--- src/rtl/aes_pkg.sv ---
// Shared definitions for the AES-CTR counter-block feeder: widths and FSM encoding.
package aes_pkg;

  localparam int NONCE_W = 96;
  localparam int CTR_W   = 32;
  localparam int BLOCK_W = 128;

  typedef enum logic [1:0] {
    IDLE = 2'd0,
    RUN  = 2'd1,
    DONE = 2'd2
  } state_e;

endpackage

--- src/rtl/aes_ctr_feeder_if.sv ---
// Output stream from the feeder to the dual-lane encrypt stage: block pair, lane-1 qualifier, key.
interface aes_ctr_feeder_if;
  import aes_pkg::*;

  logic               out_valid;
  logic               out_ready;
  logic               lane1_valid;
  logic [BLOCK_W-1:0] plaintext0;
  logic [BLOCK_W-1:0] plaintext1;
  logic [BLOCK_W-1:0] key_out;

  modport master (
    output out_valid, lane1_valid, plaintext0, plaintext1, key_out,
    input  out_ready
  );

  modport slave (
    input  out_valid, lane1_valid, plaintext0, plaintext1, key_out,
    output out_ready
  );

endinterface

--- src/rtl/aes_ctr_inc.sv ---
// Counter/remaining-count datapath: holds the presented counter and blocks left, and
// produces the counter pair and lane-1 qualifier for the next presentation.
module aes_ctr_inc
  import aes_pkg::*;
#(
  parameter int CNT_W = 16
) (
  input  logic             clk,
  input  logic             rst,
  input  logic             load,
  input  logic             advance,
  input  logic [CTR_W-1:0] init_ctr,
  input  logic [CNT_W-1:0] num_blocks,
  output logic [CTR_W-1:0] nxt_ctr0,
  output logic [CTR_W-1:0] nxt_ctr1,
  output logic             nxt_lane1,
  output logic             last_pair
);

  logic [CTR_W-1:0] ctr_q;
  logic [CNT_W-1:0] rem_q;
  logic [CTR_W-1:0] ctr_base;
  logic [CNT_W-1:0] rem_base;

  function automatic logic [CNT_W-1:0] sat_sub2(input logic [CNT_W-1:0] v);
    return (v > CNT_W'(2)) ? v - CNT_W'(2) : '0;
  endfunction

  // Counter arithmetic wraps modulo 2^32; the nonce is never touched here.
  always_comb begin
    ctr_base  = load ? init_ctr : ctr_q + CTR_W'(2);
    rem_base  = load ? num_blocks : sat_sub2(rem_q);
    nxt_ctr0  = ctr_base;
    nxt_ctr1  = ctr_base + CTR_W'(1);
    nxt_lane1 = (rem_base >= CNT_W'(2));
    last_pair = (rem_q <= CNT_W'(2));
  end

  always_ff @(posedge clk) begin
    if (rst) begin
      ctr_q <= '0;
      rem_q <= '0;
    end else if (load || advance) begin
      ctr_q <= ctr_base;
      rem_q <= rem_base;
    end
  end

endmodule

--- src/rtl/aes_ctr_feeder.sv ---
// AES-CTR counter-block feeder: emits {nonce, ctr}/{nonce, ctr+1} pairs to a dual-lane encryptor.
// Optional AES_CTR_KEY_LATCH_EN: key captured on accepted start instead of tracked every cycle.
module aes_ctr_feeder
  import aes_pkg::*;
#(
  parameter int CNT_W = 16
) (
  input  logic               clk,
  input  logic               rst,
  input  logic               start,
  input  logic [NONCE_W-1:0] nonce,
  input  logic [CTR_W-1:0]   init_ctr,
  input  logic [CNT_W-1:0]   num_blocks,
  input  logic [BLOCK_W-1:0] key_in,
  output logic               busy,
  output logic               done,
  aes_ctr_feeder_if.master   m
);

  state_e             state;
  logic [NONCE_W-1:0] nonce_q;
  logic               out_valid_q;
  logic               lane1_valid_q;
  logic [BLOCK_W-1:0] plaintext0_q;
  logic [BLOCK_W-1:0] plaintext1_q;
  logic [BLOCK_W-1:0] key_q;

  logic               load;
  logic               advance;
  logic [CTR_W-1:0]   nxt_ctr0;
  logic [CTR_W-1:0]   nxt_ctr1;
  logic               nxt_lane1;
  logic               last_pair;

  assign load    = (state == IDLE) && start && (num_blocks != '0);
  assign advance = (state == RUN) && m.out_ready && !last_pair;

  aes_ctr_inc #(.CNT_W(CNT_W)) u_inc (
    .clk        (clk),
    .rst        (rst),
    .load       (load),
    .advance    (advance),
    .init_ctr   (init_ctr),
    .num_blocks (num_blocks),
    .nxt_ctr0   (nxt_ctr0),
    .nxt_ctr1   (nxt_ctr1),
    .nxt_lane1  (nxt_lane1),
    .last_pair  (last_pair)
  );

  // out_ready is only ever sampled here, so nothing downstream sees a combinational path from it.
  always_ff @(posedge clk) begin
    if (rst) begin
      state         <= IDLE;
      nonce_q       <= '0;
      out_valid_q   <= 1'b0;
      lane1_valid_q <= 1'b0;
      plaintext0_q  <= '0;
      plaintext1_q  <= '0;
      busy          <= 1'b0;
      done          <= 1'b0;
    end else begin
      case (state)
        IDLE: begin
          done <= 1'b0;
          if (start) begin
            if (num_blocks != '0) begin
              state         <= RUN;
              nonce_q       <= nonce;
              out_valid_q   <= 1'b1;
              busy          <= 1'b1;
              plaintext0_q  <= {nonce, nxt_ctr0};
              plaintext1_q  <= {nonce, nxt_ctr1};
              lane1_valid_q <= nxt_lane1;
            end else begin
              state <= DONE;
              done  <= 1'b1;
            end
          end
        end
        RUN: begin
          if (m.out_ready) begin
            if (last_pair) begin
              state       <= DONE;
              out_valid_q <= 1'b0;
              busy        <= 1'b0;
              done        <= 1'b1;
            end else begin
              plaintext0_q  <= {nonce_q, nxt_ctr0};
              plaintext1_q  <= {nonce_q, nxt_ctr1};
              lane1_valid_q <= nxt_lane1;
            end
          end
        end
        DONE: begin
          state <= IDLE;
          done  <= 1'b0;
        end
        default: begin
          state       <= IDLE;
          out_valid_q <= 1'b0;
          busy        <= 1'b0;
          done        <= 1'b0;
        end
      endcase
    end
  end

`ifdef AES_CTR_KEY_LATCH_EN
  always_ff @(posedge clk) begin
    if (rst) begin
      key_q <= '0;
    end else if ((state == IDLE) && start) begin
      key_q <= key_in;
    end
  end
`else
  always_ff @(posedge clk) begin
    if (rst) begin
      key_q <= '0;
    end else begin
      key_q <= key_in;
    end
  end
`endif

  assign m.out_valid   = out_valid_q;
  assign m.lane1_valid = lane1_valid_q;
  assign m.plaintext0  = plaintext0_q;
  assign m.plaintext1  = plaintext1_q;
  assign m.key_out     = key_q;

endmodule
--- src/flat_wrapper.sv ---
// flat-port wrapper written by rule: the top's interface ports become plain ports
module aes_ctr_feeder_flat import aes_pkg::*;
#(
  parameter int CNT_W = 16
)
  (clk, rst, start, nonce, init_ctr, num_blocks, key_in, busy, done, m_out_valid, m_lane1_valid, m_plaintext0, m_plaintext1, m_key_out, m_out_ready);
  aes_ctr_feeder_if m_i ();
  input  logic clk;
  input  logic rst;
  input  logic start;
  input  logic [NONCE_W-1:0] nonce;
  input  logic [CTR_W-1:0] init_ctr;
  input  logic [CNT_W-1:0] num_blocks;
  input  logic [BLOCK_W-1:0] key_in;
  output logic busy;
  output logic done;
  output wire logic [$bits(m_i.out_valid)-1:0] m_out_valid;
  output wire logic [$bits(m_i.lane1_valid)-1:0] m_lane1_valid;
  output wire logic [$bits(m_i.plaintext0)-1:0] m_plaintext0;
  output wire logic [$bits(m_i.plaintext1)-1:0] m_plaintext1;
  output wire logic [$bits(m_i.key_out)-1:0] m_key_out;
  input wire logic [$bits(m_i.out_ready)-1:0] m_out_ready;
  assign m_out_valid = m_i.out_valid;
  assign m_lane1_valid = m_i.lane1_valid;
  assign m_plaintext0 = m_i.plaintext0;
  assign m_plaintext1 = m_i.plaintext1;
  assign m_key_out = m_i.key_out;
  assign m_i.out_ready = m_out_ready;
  aes_ctr_feeder #(.CNT_W(CNT_W)) u_core (.clk(clk), .rst(rst), .start(start), .nonce(nonce), .init_ctr(init_ctr), .num_blocks(num_blocks), .key_in(key_in), .busy(busy), .done(done), .m(m_i));
endmodule
--- config.mk ---
export PLATFORM = sky130hd
export DESIGN_NAME = aes_ctr_feeder_flat
export DESIGN_NICKNAME = d
export VERILOG_FILES = /design/src/rtl/aes_pkg.sv /design/src/rtl/aes_ctr_feeder_if.sv /design/src/rtl/aes_ctr_inc.sv /design/src/rtl/aes_ctr_feeder.sv /design/src/flat_wrapper.sv
export SDC_FILE = /design/constraint.sdc
export NUM_CORES = 1
export LEC_CHECK = 0
export ABC_AREA = 1
export BUFFER_PORTS_ARGS = -buffer_cell sky130_fd_sc_hd__buf_2
export CAP_MARGIN = 20
export CORE_AREA = 2 2 257 259
export CTS_CLUSTER_SIZE = 12
export DETAILED_ROUTE_END_ITERATION = 6
export DIE_AREA = 0 0 259 261
export PLACE_DENSITY = 0.55
export SYNTH_ARGS = -nofsm -noshare
export SYNTH_HDL_FRONTEND = slang
export SYNTH_HIERARCHICAL = 1
export SYNTH_SLANG_ARGS = --single-unit
--- constraint.sdc ---
create_clock -name clk -period 3.3 [get_ports clk]
set_input_delay 0.165 -clock clk [delete_from_list [all_inputs] [get_ports clk]]
set_output_delay 0.165 -clock clk [all_outputs]
set_load 0.01 [all_outputs]
After elaboration in Yosys (flattened, before gate mapping):

Cells that the tools add are included.

* add/sub/neg operators: 3
* order comparisons: 3
* eq/ne operators: 7
* muxes and demuxes: 33
* bitwise logic cells: 1
* reductions and logical operators: 14

Operators by type and width (count)
* two-way mux 128 bit: 8
* case mux 128 bit (2 select lines): 2
* adder 32 x 1 -> 32 bit, second input constant: 1
* adder 32 x 2 -> 32 bit, second input constant: 1
* two-way mux 16 bit: 2
* two-way mux 32 bit: 1
* greater-or-equal comparator 16 x 2 -> 1 bit, second input constant: 1
* > comparator 16 x 2 -> 1 bit, second input constant: 1
* less-or-equal comparator 16 x 2 -> 1 bit, second input constant: 1
* nonzero test 16 bit: 1
* subtractor 16 x 2 -> 16 bit, second input constant: 1
* two-way mux 1 bit: 12
* AND reduction 5 bit: 2
* two-way mux 2 bit: 4
* inequality test 2 bit, second input constant: 4
* AND reduction 3 bit: 2
* logical AND 1 bit: 4
* case mux 1 bit (2 select lines): 2
* case mux 2 bit (2 select lines): 1
* case mux 1 bit (3 select lines): 1
* == test 2 x 1 -> 1 bit, second input constant: 1
* == test 2 bit, second input constant: 1
* zero test 2 bit: 1
* inequality test 2 x 1 -> 1 bit, second input constant: 1
* other kinds (5): 5

* register bits: 533
* input bits: 276
* output and inout bits: 388
* word-level logic and storage cells: 71

Logic depth before layout (Yosys ltp):

Gate-level depths: netlist (run 1).

* word-level depth: 8
* depth in mapped cells: 26
* depth with buffers taken out: 23

Hierarchy:

Netlist (run 1), hierarchy kept.

Modules (own cells, without submodules)
* aes_ctr_feeder: times used 1, cells each 2143, area each 15579.9 µm², sequential area each 7787.5 µm²
* aes_ctr_inc: times used 1, cells each 835, area each 4837.1 µm², sequential area each 960.9 µm²

Worst setup path before layout (run 1):

No wires, ideal clock.

* kind: flip-flop to flip-flop
* start point: register u_core.state[0]
* end point: register u_core.plaintext1_q[22] (netlist: u_core/m.plaintext1[22])
* setup time: 113 ps
* data arrival time: 2831 ps
* required time: 3187 ps
* setup slack: 356 ps
* stages on the path, launching flop included: 25
* clock period less this slack: 2944 ps
* cell sequence: dfxtp_1 > nor2_1 > nand2_1 > inv_1 > nand2_1 > inv_2 > clkbuf_1 > buf_4 > inv_2 > buf_6 > nand2_1 > nand2_1 > ha_1 > nand2_1 > nor2_4 > nand3_4 > nor2_8 > nand2_4 > nor2_4 > nand2_2 > o21ai_1 > nand2_1 > nand3b_1 > nand2_1 > nor2_1

* cells in the longest elaborated chain, start to end: 8
* elaborated cells on any way between the ends: 17
* classes of those cells: 1 x add/sub; 5 x eq/ne; 6 x mux; 5 x reduce/logical

RTL lines
* start, declared: line aes_ctr_feeder.sv:20 `state_e state;`
* start signal, assigned: line aes_ctr_feeder.sv:54 `state <= IDLE;`
* start signal, assigned: line aes_ctr_feeder.sv:68 `state <= RUN;`
* start signal, assigned: line aes_ctr_feeder.sv:76 `state <= DONE;`
* zero test 2 bit *: line aes_ctr_feeder.sv:35 `assign load = (state == IDLE) && start && (num_blocks != '0);`
* logical AND 1 bit * (2 in a row): line aes_ctr_feeder.sv:35
* named net u_core.load: line aes_ctr_feeder.sv:28 `logic load;`
* two-way mux 32 bit *: line aes_ctr_inc.sv:31 `ctr_base = load ? init_ctr : ctr_q + CTR_W'(2);`
* named net u_core.nxt_ctr0[0]: line aes_ctr_feeder.sv:30 `logic [CTR_W-1:0] nxt_ctr0;`
* adder 32 x 1 -> 32 bit *: line aes_ctr_inc.sv:34 `nxt_ctr1 = ctr_base + CTR_W'(1);`
* named net u_core.nxt_ctr1[22]: line aes_ctr_feeder.sv:31 `logic [CTR_W-1:0] nxt_ctr1;`
* two-way mux 128 bit, on equally long branches: line aes_ctr_feeder.sv:83, aes_ctr_feeder.sv:67
* two-way mux 128 bit, on equally long branches: line aes_ctr_feeder.sv:82, aes_ctr_feeder.sv:66
* case mux 128 bit (2 select lines) *: line aes_ctr_feeder.sv:63 `case (state)`
* end signal, assigned: line aes_ctr_feeder.sv:73 `plaintext1_q <= {nonce, nxt_ctr1};`
* end signal, assigned: line aes_ctr_feeder.sv:90 `plaintext1_q <= {nonce_q, nxt_ctr1};`
* end, declared: line aes_ctr_feeder.sv:25 `logic [BLOCK_W-1:0] plaintext1_q;`

Mark *: on every way through the listed nets, which the timed path passes. The rest lies on a longest branch. The select of a mux whose other input is x is not followed.
A chain may end at the register's enable or synchronous reset.

Worst setup path in the final report (run 1):

* start point: register u_core.state[1]
* end point: register u_core.plaintext1_q[17] (netlist: u_core/m.plaintext1[17])

* cells in the longest elaborated chain, start to end: 8
* elaborated cells on any way between the ends: 17
* classes of those cells: 1 x add/sub; 5 x eq/ne; 6 x mux; 5 x reduce/logical

RTL lines (line)
* zero test 2 bit *: aes_ctr_feeder.sv:35
* logical AND 1 bit * (2 in a row): aes_ctr_feeder.sv:35
* two-way mux 32 bit *: aes_ctr_inc.sv:31
* named net u_core.nxt_ctr0[2]: aes_ctr_feeder.sv:30
* adder 32 x 1 -> 32 bit *: aes_ctr_inc.sv:34
* named net u_core.nxt_ctr1[17]: aes_ctr_feeder.sv:31
* two-way mux 128 bit, on equally long branches: aes_ctr_feeder.sv:83, aes_ctr_feeder.sv:67
* two-way mux 128 bit, on equally long branches: aes_ctr_feeder.sv:82, aes_ctr_feeder.sv:66
* case mux 128 bit (2 select lines) *: aes_ctr_feeder.sv:63

Marked as above.

==> results of run 1 <==
[what timing repair did]
item                                    CTS  global route
endpoints found under the hold margin   324             0
hold buffers                            242             0
resized for setup                         0             1
endpoints found under the setup margin    0             2
[synth_stat cells, drive strengths merged, types with 2 or more instances]
cell / count
nand3: 53
or2: 19
a21oi: 44
xor2: 25
ha: 3
buf: 153
o21ai: 166
nand3b: 165
inv: 262
xnor2: 3
nand2: 715
o21bai: 2
clkbuf: 103
dfxtp: 437
nand4: 18
a31oi: 3
nor3: 9
o211ai: 2
nor2: 790
[state kept, by name, summed over array words and instances, names as in the netlist]
name and cells:
u_core/done 1, u_core/state 2, u_core/u_inc/rem_q 16, u_core/nonce_q 96, u_core/m.key_out 128, u_core/m.plaintext1 32, u_core/m.plaintext0 128, u_core/m.out_valid 1
u_core/m.lane1_valid 1, u_core/u_inc/ctr_q 32
[power by group]
part	switching (mW)	internal, mW	total (mW)
logic	2.12	1.43	3.54
registers	0.391	5.82	6.21
clock network	2.43	3.57	6.00
[worst max path at each step]
stage                                             from                              endpoint  slack (ps)
final                     u_core/state[1]$_SDFFE_PP0P_  u_core/m.plaintext1[17]$_SDFFE_PP0P_         400
after global routing      u_core/state[1]$_SDFFE_PP0P_  u_core/m.plaintext1[31]$_SDFFE_PP0P_          70
after CTS                 u_core/state[1]$_SDFFE_PP0P_  u_core/m.plaintext1[21]$_SDFFE_PP0P_         290
after detailed placement  u_core/state[1]$_SDFFE_PP0P_  u_core/m.plaintext1[21]$_SDFFE_PP0P_         310
after global placement    u_core/state[1]$_SDFFE_PP0P_  u_core/m.plaintext1[17]$_SDFFE_PP0P_         380
after floorplan           u_core/state[0]$_SDFFE_PP0P_  u_core/m.plaintext1[22]$_SDFFE_PP0P_         360
[routing by layer]
layer / share of wire [%] / up-vias
met5: 0.015 / -
met4: 3.7 / 2
li1: - / 10492
met2: 48 / 658
met1: 42 / 9405
met3: 5.7 / 117
[kinds of logic (layout without fill, tap and decap cells)]
kind of cell	count (synthesis)	in the layout	share of synthesized area, %
compound gates	220	220	5.58
xor+xnor	28	28	1.20
fa+ha+maj	3	3	0.184
buf+inv	519	1295	11.9
flops	437	437	42.8
other cells	0	3	0
simple gates	1771	1771	38.3
[cells in the final DEF, fill, tap and decap left out, types with 3 or more instances in the layout]
cell,Yosys,routed
a21oi_1,44,44
a31oi_1,3,3
buf_12,0,11
buf_2,26,662
buf_4,99,20
bufinv_16,0,5
clkbuf_1,103,7
clkbuf_16,0,53
clkbuf_8,0,10
clkinv_2,0,13
clkinv_4,0,3
dfxtp_1,437,437
diode_2,0,3
dlygate4sd3_1,0,242
ha_1,3,3
inv_1,250,249
inv_2,12,9
inv_6,0,4
nand2_1,688,686
nand2_2,16,16
nand2_4,11,13
nand3_1,46,45
nand3_2,6,6
nand3b_1,165,165
nand4_1,18,18
nor2_1,764,763
nor2_2,7,8
nor2_4,15,15
nor2_8,4,4
nor3_1,7,7
o21ai_0,158,158
o21ai_1,4,4
o21ai_2,4,3
or2_2,19,19
xnor2_1,3,3
xor2_1,25,25
[critical path, stage by stage, from the launching register on]
cell and delay, ps:
dfxtp_1 330, nor2_1 140, nand2_1 150, inv_1 130, nand2_4 60, inv_4 100
buf_6 230, nand2_1 100, nand2_1 180, nand3_2 150, nor2_2 160, nand2_1 90
nor2_2 150, nand2_2 130, nor2_8 180, nand2_4 70, xor2_1 130, inv_1 50
nand3b_1 140, nand2_1 90, nor2_1 40
[area by class of cell]
cell class	count	area, sq um	share of cell area, %
inverters	263	1000	3.58
clock inverters	26	289	1.03
flip-flops and latches	437	8750	31.2
clock buffers	70	1490	5.32
repair buffers	936	6120	21.8
diodes	3	7.51	0.0268
multi-input cells	2022	9270	33.1
well taps	864	1080	3.86
==> impl_metrics.toml, run 1 <==
[synthesis]
syn-mean-instance-area_sq_um = 6.86
yosysTopAreaCell = "dfxtp_1"
synth_edf_count = 0
ys.flop_type = "dfxtp_1"
synth_cell_types = 39
synth-seq-cells = 437
synth_top_cell_area_share_pct = 42.8
synth_area_leaders = "dfxtp_1 (43%), nor2_1 (14%), nand2_1 (13%), nand3b_1 (6.1%), inv_1 (4.6%)"
ys_warn_count = 6
synthArstFlopShare_pct = 0
ys_seq_area_share_pct = 42.8
netlist_instances = 2978
syn_area_sq_mm = 0.0204
synth_fp_nets = 3257

[power]
p_per_area_mw_per_mm2 = 562
ir_drop_mv = 0.574
p_total_mw = 15.7
p_leak_nw = 14.5

[clocking]
cts_root_buffer = "clkbuf_16"
cts_setup_buffers = 0
clock_latency_ps = 610
cts_buffers = 52
clk_pin_slew_ps = 60
clock-sinks = 437
cts-htree-levels = 2
tritoncts = "done"
clock_path_buffers = 3

[detailed_routing]
drt_iter0_markers = 1352
wl_per_cell_um = 16.1
dr.pass1.iters = 6
antenna_left = 0
routed_wl_mm = 74.5
drc = 0
via_per_inst = 4.47
vias = 20674

[die]
die_y_um = 261
dieArea_sq_mm = 0.0676
start_util_pct = 31.4
die-width_um = 259
boundaryPins = 664
placementRows = 94
coreArea_sq_mm = 0.0650

[worst_hold_path]
hold_class = "input port to flip-flop"
hold_depth = 5
worstHoldStart = "num_blocks[12]"
min_to = "u_core/u_inc/rem_q[12]$_SDFFE_PP0P_"

[flow_run]
max-cap-violations = 0

[grt]
met2_usage_pct = 35.9
grt_pass1_vias = 19500
grt_util_all_layers_pct = 20.9
grt.busiest_layer = "met2"
grt_pass1_wl_mm = 112
grt_max_degree = 162
grt_antenna_before_repair = 4
grt-ovfl-total = 0
gr-usage-met1_pct = 26.0
grt_util_met3_pct = 3.71

[setup_path]
rr_startpoint = "u_core/state[1]$_SDFFE_PP0P_"
end_kind = "flip-flop"
critPathMaxFanout = 19
required_ps = 3800
reg2reg_depth = 20
crit_arrival_ps = 3390
r2r_end = "u_core/m.plaintext1[17]$_SDFFE_PP0P_"
critPathKind = "flip-flop to flip-flop"
cp-start-kind = "flip-flop"
ff2ff_setup_slack_ps = 400

[placed_design]
numPortBuffers = 663
dpl.cell_count = 4280
place.gp.congestion = 0.902
place_hpwl_mm = 51.1
pre_cts_slack_ps = 310
post_dp_cell_area_sq_mm = 0.0238

[cells_and_area]
fin_area_sq_mm = 0.0280
final_core_util_pct = 43.1
fin_cells = 4621
layout.filler_cells = 6665
final_nets = 3991
drive_above_1_share_pct = 23.6
area_growth_pct = 37.2

[sta]
min_period_over_period_pct = 87.8
slew_headroom_pct = 24.2
fin_setup_tns_ps = 0
worstMarginPinSlew_ps = 1140
period_minus_slack_ps = 2900
final-setup-viol-count = 0
final-hold-violation-count = 0
slew_violations = 0
fmax_mhz = 345
rsz0062_at_grt = "false"
worst_hold_slack_ps = 41.9
finalWorstSetupSlack_ps = 402
finalClockSkew_ps = 25.8

[status]
run_status = "complete, no violations"
No activity file was read; power rests on OpenSTA's default activity.
==> run 2, diff against run 1 <==
- RECOVER_POWER: default -> 50
- SLEW_MARGIN: default -> 20
==> impl_metrics.toml, run 2 (synthesis gave the netlist of run 1 again) <==
[status]
run_status = "complete, but fails checks"
violations = "capacitance limit, slew limit"

[setup_path]
ff2ff_setup_slack_ps = 390
critPathKind = "input port to flip-flop"
end_kind = "flip-flop"
cp-endpoint = "u_core/m.key_out[64]$_SDFF_PP0_"
reg2reg_depth = 20
critPathMaxFanout = 158
required_ps = 3570
cp-start-kind = "input port"
crit_arrival_ps = 3290
rr_startpoint = "u_core/state[1]$_SDFFE_PP0P_"
r2r_end = "u_core/m.plaintext1[17]$_SDFFE_PP0P_"
cp-startpoint = "rst"

[cells_and_area]
drive_above_1_share_pct = 16.0
fin_area_sq_mm = 0.0276
most-common-layout-cells = "nor2_1 (763), nand2_1 (686), dfxtp_1 (437), buf_2 (378), clkbuf_1 (291)"
final_nets = 3991
mostFrequentLayoutCell = "nor2_1"
area_growth_pct = 35.4
layout.filler_cells = 6819

[clocking]
cts_setup_buffers = 0
cts-htree-levels = 2
clock_path_buffers = 3
cts_buffers = 52
clock_latency_ps = 600
clock-sinks = 437
cts_root_buffer = "clkbuf_16"
tritoncts = "done"
clk_pin_slew_ps = 60

[worst_hold_path]
hold_class = "input port to flip-flop"

[power]
power.share.switching_pct = 31.6
seqPwrFrac_pct = 39.7
p_per_area_mw_per_mm2 = 567
pwr-share-comb_pct = 22.1
p_switching_mw = 4.95
p_leak_nw = 13.4
ir_drop_mv = 0.575
p_int_mw = 10.7
p_clk_share_pct = 38.2

[sta]
finalWorstSetupSlack_ps = 272
worstMarginPinSlew_ps = 3380
slew_violations = 159
rsz0062_at_grt = "false"
finalClockSkew_ps = 23.2
final-setup-viol-count = 0
fmax_mhz = 330
slew_headroom_pct = -125
min_period_over_period_pct = 91.8
fin_setup_tns_ps = 0
period_minus_slack_ps = 3030
final-hold-violation-count = 0

[placed_design]
place.gp.congestion = 0.902
post_dp_cell_area_sq_mm = 0.0238
place_hpwl_mm = 51.1
pre_cts_slack_ps = 310
numPortBuffers = 663

[detailed_routing]
via_per_inst = 4.46
antenna_left = 0
routed_wl_mm = 74.6
drc = 0
wl_per_cell_um = 16.1
vias = 20628
dr.pass1.iters = 5
drt_iter0_markers = 1264

[grt]
grt_util_all_layers_pct = 20.9
grt_antenna_before_repair = 4
grt_pass1_vias = 19500
grt_pass1_wl_mm = 112
grt_max_degree = 162
grt-ovfl-total = 0

[die]
boundaryPins = 664
placementRows = 94
start_util_pct = 31.4
die-width_um = 259
dieArea_sq_mm = 0.0676
die_y_um = 261
coreArea_sq_mm = 0.0650

[flow_run]
max-cap-violations = 1
[run 2: cell types whose count changed in the layout (fill, tap and decap cells not counted), sizes merged]
cell and delta:
buf -285, clkbuf +285
[run 2: layout make-up]
cell class	count	area [sq um]	share of cell area, %
timing repair buffer	936	5750	20.8
antenna	3	7.51	0.0272
multi-input combinational	2022	9270	33.5
tap	864	1080	3.91
clock buffer	70	1490	5.39
clock inverter	26	289	1.05
inverter	263	1000	3.63
sequential	437	8750	31.7
[run 2: power groups by stage]
stage                     registers [mW]  logic [mW]  clock network [mW]
after floorplan                     6.37        2.10                   0
after global placement              6.31        3.30                   0
after detailed placement            6.32        3.31                   0
after CTS                           6.21        3.56                6.18
after global routing                6.28        3.88                6.37
final                               6.22        3.47                6.00
[run 2: worst min-delay path by stage]
stage                         startpoint                             endpoint  slack (ps)  depth (start not counted)
after floorplan                key_in[0]       u_core/m.key_out[0]$_SDFF_PP0_         270                          2
after global placement        key_in[10]      u_core/m.key_out[10]$_SDFF_PP0_         360                          3
after detailed placement      key_in[25]      u_core/m.key_out[25]$_SDFF_PP0_         370                          3
after CTS                 num_blocks[10]  u_core/u_inc/rem_q[10]$_SDFFE_PP0P_         0.6                          5
after global routing      num_blocks[15]  u_core/u_inc/rem_q[15]$_SDFFE_PP0P_          60                          5
final                     num_blocks[11]  u_core/u_inc/rem_q[11]$_SDFFE_PP0P_          50                          5
[run 2: routing by layer]
metal | GRT usage (%) | wire length [um] | up-vias
met2 | 35.9 | 36000 | 647
met3 | 3.71 | 4190 | 121
li1 | - | - | 10500
met4 | 8.33 | 2820 | 2
met5 | 0 | 11 | -
met1 | 26.0 | 31600 | 9358
[run 2: repair_timing]
item                                   in CTS  in global routing
resized for setup                           0                  1
setup endpoints to repair                   0                  2
endpoints found under the hold margin     324                  0
hold buffers                              242                  0
[run 2: critical path, cell delays in order]
cell and delay [ps]:
buf_4 150, clkbuf_2 2270, nor2_1 470
[run 2: through the flow]
stage          hold slack (ps)  instances  util [%]  power [mW]
2_1_floorplan              272       2978         -        8.47
3_3_place_gp               363       4280      36.6        9.62
3_5_place_dp               371       4280      36.6        9.63
4_1_cts                  0.551       4618      43.0        15.9
5_1_grt                   56.8       4621      42.5        16.5
6_report                  46.9       4621      42.5        15.7
==> run 3, diff against run 2 <==
- CORE_AREA: 2 2 257 259 -> 2 2 260 262
- CTS_BUF_LIST: default -> sky130_fd_sc_hd__clkbuf_4 sky130_fd_sc_hd__clkbuf_8
- DIE_AREA: 0 0 259 261 -> 0 0 262 264
- PLACE_DENSITY: 0.55 -> 0.54
==> impl_metrics.toml, run 3 (synthesis gave the netlist of run 1 again) <==
[status]
run_status = "complete, but fails checks"
violations = "capacitance limit, slew limit"

[sta]
period_minus_slack_ps = 2990
slew_headroom_pct = -17.0
final-setup-viol-count = 0
rsz0062_at_grt = "false"
min_period_over_period_pct = 90.6
fin_setup_tns_ps = 0
finalClockSkew_ps = 26.8
final-hold-violation-count = 0
fmax_mhz = 334
worst_hold_slack_ps = 95.2
worstMarginPinSlew_ps = 1750
slew_violations = 90

[setup_path]
critPathSlowestCell = "nor4_1"
crit_arrival_ps = 3550
critPathKind = "input port to flip-flop"
path_cells = "dlygate4sd3_1 > buf_2 > nor2_1 > nand2_1 > nor2_1 > nand2_1 > nand2_4 > inv_4 > inv_2 > buf_12 > nand3_1 > nand2_2 > nand4_1 > nor4_1 > nand3_1 > nand2_1 > nand2_1 > nand3b_1 > nand2_1 > nor2_1"
required_ps = 3860
critPathMaxFanout = 54
end_kind = "flip-flop"
cp_common_cell = "nand2_1"
cp-start-kind = "input port"
slowest_delay_ps = 590

[placed_design]
place_hpwl_mm = 51.6
numPortBuffers = 663
dpl.cell_count = 4284
place.gp.congestion = 0.910

[grt]
grt_max_degree = 164
grt-ovfl-total = 0
grt_antenna_before_repair = 4
grt_pass1_wl_mm = 114
grt_pass1_vias = 20240
grt_util_all_layers_pct = 21.1

[detailed_routing]
antenna_left = 0
via_per_inst = 4.48
vias = 21050
routed_wl_mm = 75.5
drt_iter0_markers = 1320
drc = 0
dr.pass1.iters = 5
wl_per_cell_um = 16.1

[power]
p_per_area_mw_per_mm2 = 553
p_leak_nw = 13.6
seqPwrFrac_pct = 40.6
p_clk_share_pct = 36.9
ir_drop_mv = 0.335
pwr-share-comb_pct = 22.6
p_switching_mw = 5.03
power.share.switching_pct = 32.8
p_int_mw = 10.3

[die]
boundaryPins = 664
start_util_pct = 30.7
dieArea_sq_mm = 0.0692
coreArea_sq_mm = 0.0666
placementRows = 95
die-width_um = 262
die_y_um = 264

[clocking]
tritoncts = "done"
clock_latency_ps = 660
cts-htree-levels = 3
cts_root_buffer = "clkbuf_8"
cts_resized = 0
clock_path_buffers = 3
clock-sinks = 437
cts_buffers = 82
clk_pin_slew_ps = 70

[cells_and_area]
mostFrequentLayoutCell = "nor2_1"
multi_input_area_sq_mm = 0.00927
most-common-layout-cells = "nor2_1 (763), nand2_1 (686), dfxtp_1 (437), buf_2 (378), clkbuf_1 (285)"
drive_above_1_share_pct = 17.2
fin_cells = 4702
layout.filler_cells = 7037
area_growth_pct = 36.2
area.sequential_sq_mm = 0.00875
final_nets = 4039

[worst_hold_path]
hold_class = "input port to flip-flop"

[flow_run]
max-cap-violations = 1
-- run 3: stage by stage --
stage                     util, %  power [mW]  cell area (sq um)  setup slack (ps)
after floorplan                 -        8.47              20400               356
after global placement       35.6        9.61              23700               323
after detailed placement     35.6        9.62              23700               277
after CTS                    42.3        15.6              28100               322
after global routing         41.8        16.2              27800              28.6
final                        41.8        15.4              27800               309
-- run 3: path summary, 6_finish.rpt --
check | from | to | slack (ps) | depth (start not counted)
max | num_blocks[0] | u_core/m.plaintext1[25]$_SDFFE_PP0P_ | 310 | 20
min | init_ctr[8] | u_core/u_inc/ctr_q[8]$_SDFFE_PP0P_ | 100 | 4
max reg2reg | u_core/state[1]$_SDFFE_PP0P_ | u_core/m.plaintext1[20]$_SDFFE_PP0P_ | 330 | 21
min reg2reg | u_core/nonce_q[87]$_SDFFE_PP0P_ | u_core/nonce_q[87]$_SDFFE_PP0P_ | 480 | 2
-- run 3: power by group through the flow --
stage / sequential, mW / clock (mW) / combinational [mW]
finish: 6.23 / 5.66 / 3.47
CTS: 6.22 / 5.85 / 3.56
global route: 6.29 / 6.08 / 3.88
floorplan: 6.37 / 0 / 2.10
detailed placement: 6.33 / 0 / 3.29
global placement: 6.32 / 0 / 3.29
-- run 3: cell type report --
cell class | count | area share (%)
Inverter | 263 | 3.61
Tap cell | 873 | 3.93
Sequential cell | 437 | 31.5
Clock buffer | 123 | 5.66
Timing Repair Buffer | 954 | 21.2
Antenna cell | 4 | 0.0360
Multi-Input combinational cell | 2022 | 33.4
Clock inverter | 26 | 0.725
-- run 3: per-layer routing --
metal	vias to the layer above	routed length, um	track usage [%]	share of wire, %
met1	9593	31100	25.1	41
li1	10609	-	-	-
met4	0	3550	10.9	4.7
met2	677	36000	35.4	48
met3	171	4870	4.63	6.4
met5	-	0	0	0
-- run 3: repair_timing --
item	CTS	global route
buffers inserted	0	0
endpoints found under the hold margin	359	0
hold buffers	264	0
endpoints found under the setup margin	0	0
-- run 3: worst max-delay path, delay by kind of cell --
| kind | cells | cell delay [ps] |
|---|---|---|
| buf+inv | 5 | 1060 |
| simple gates | 15 | 2310 |
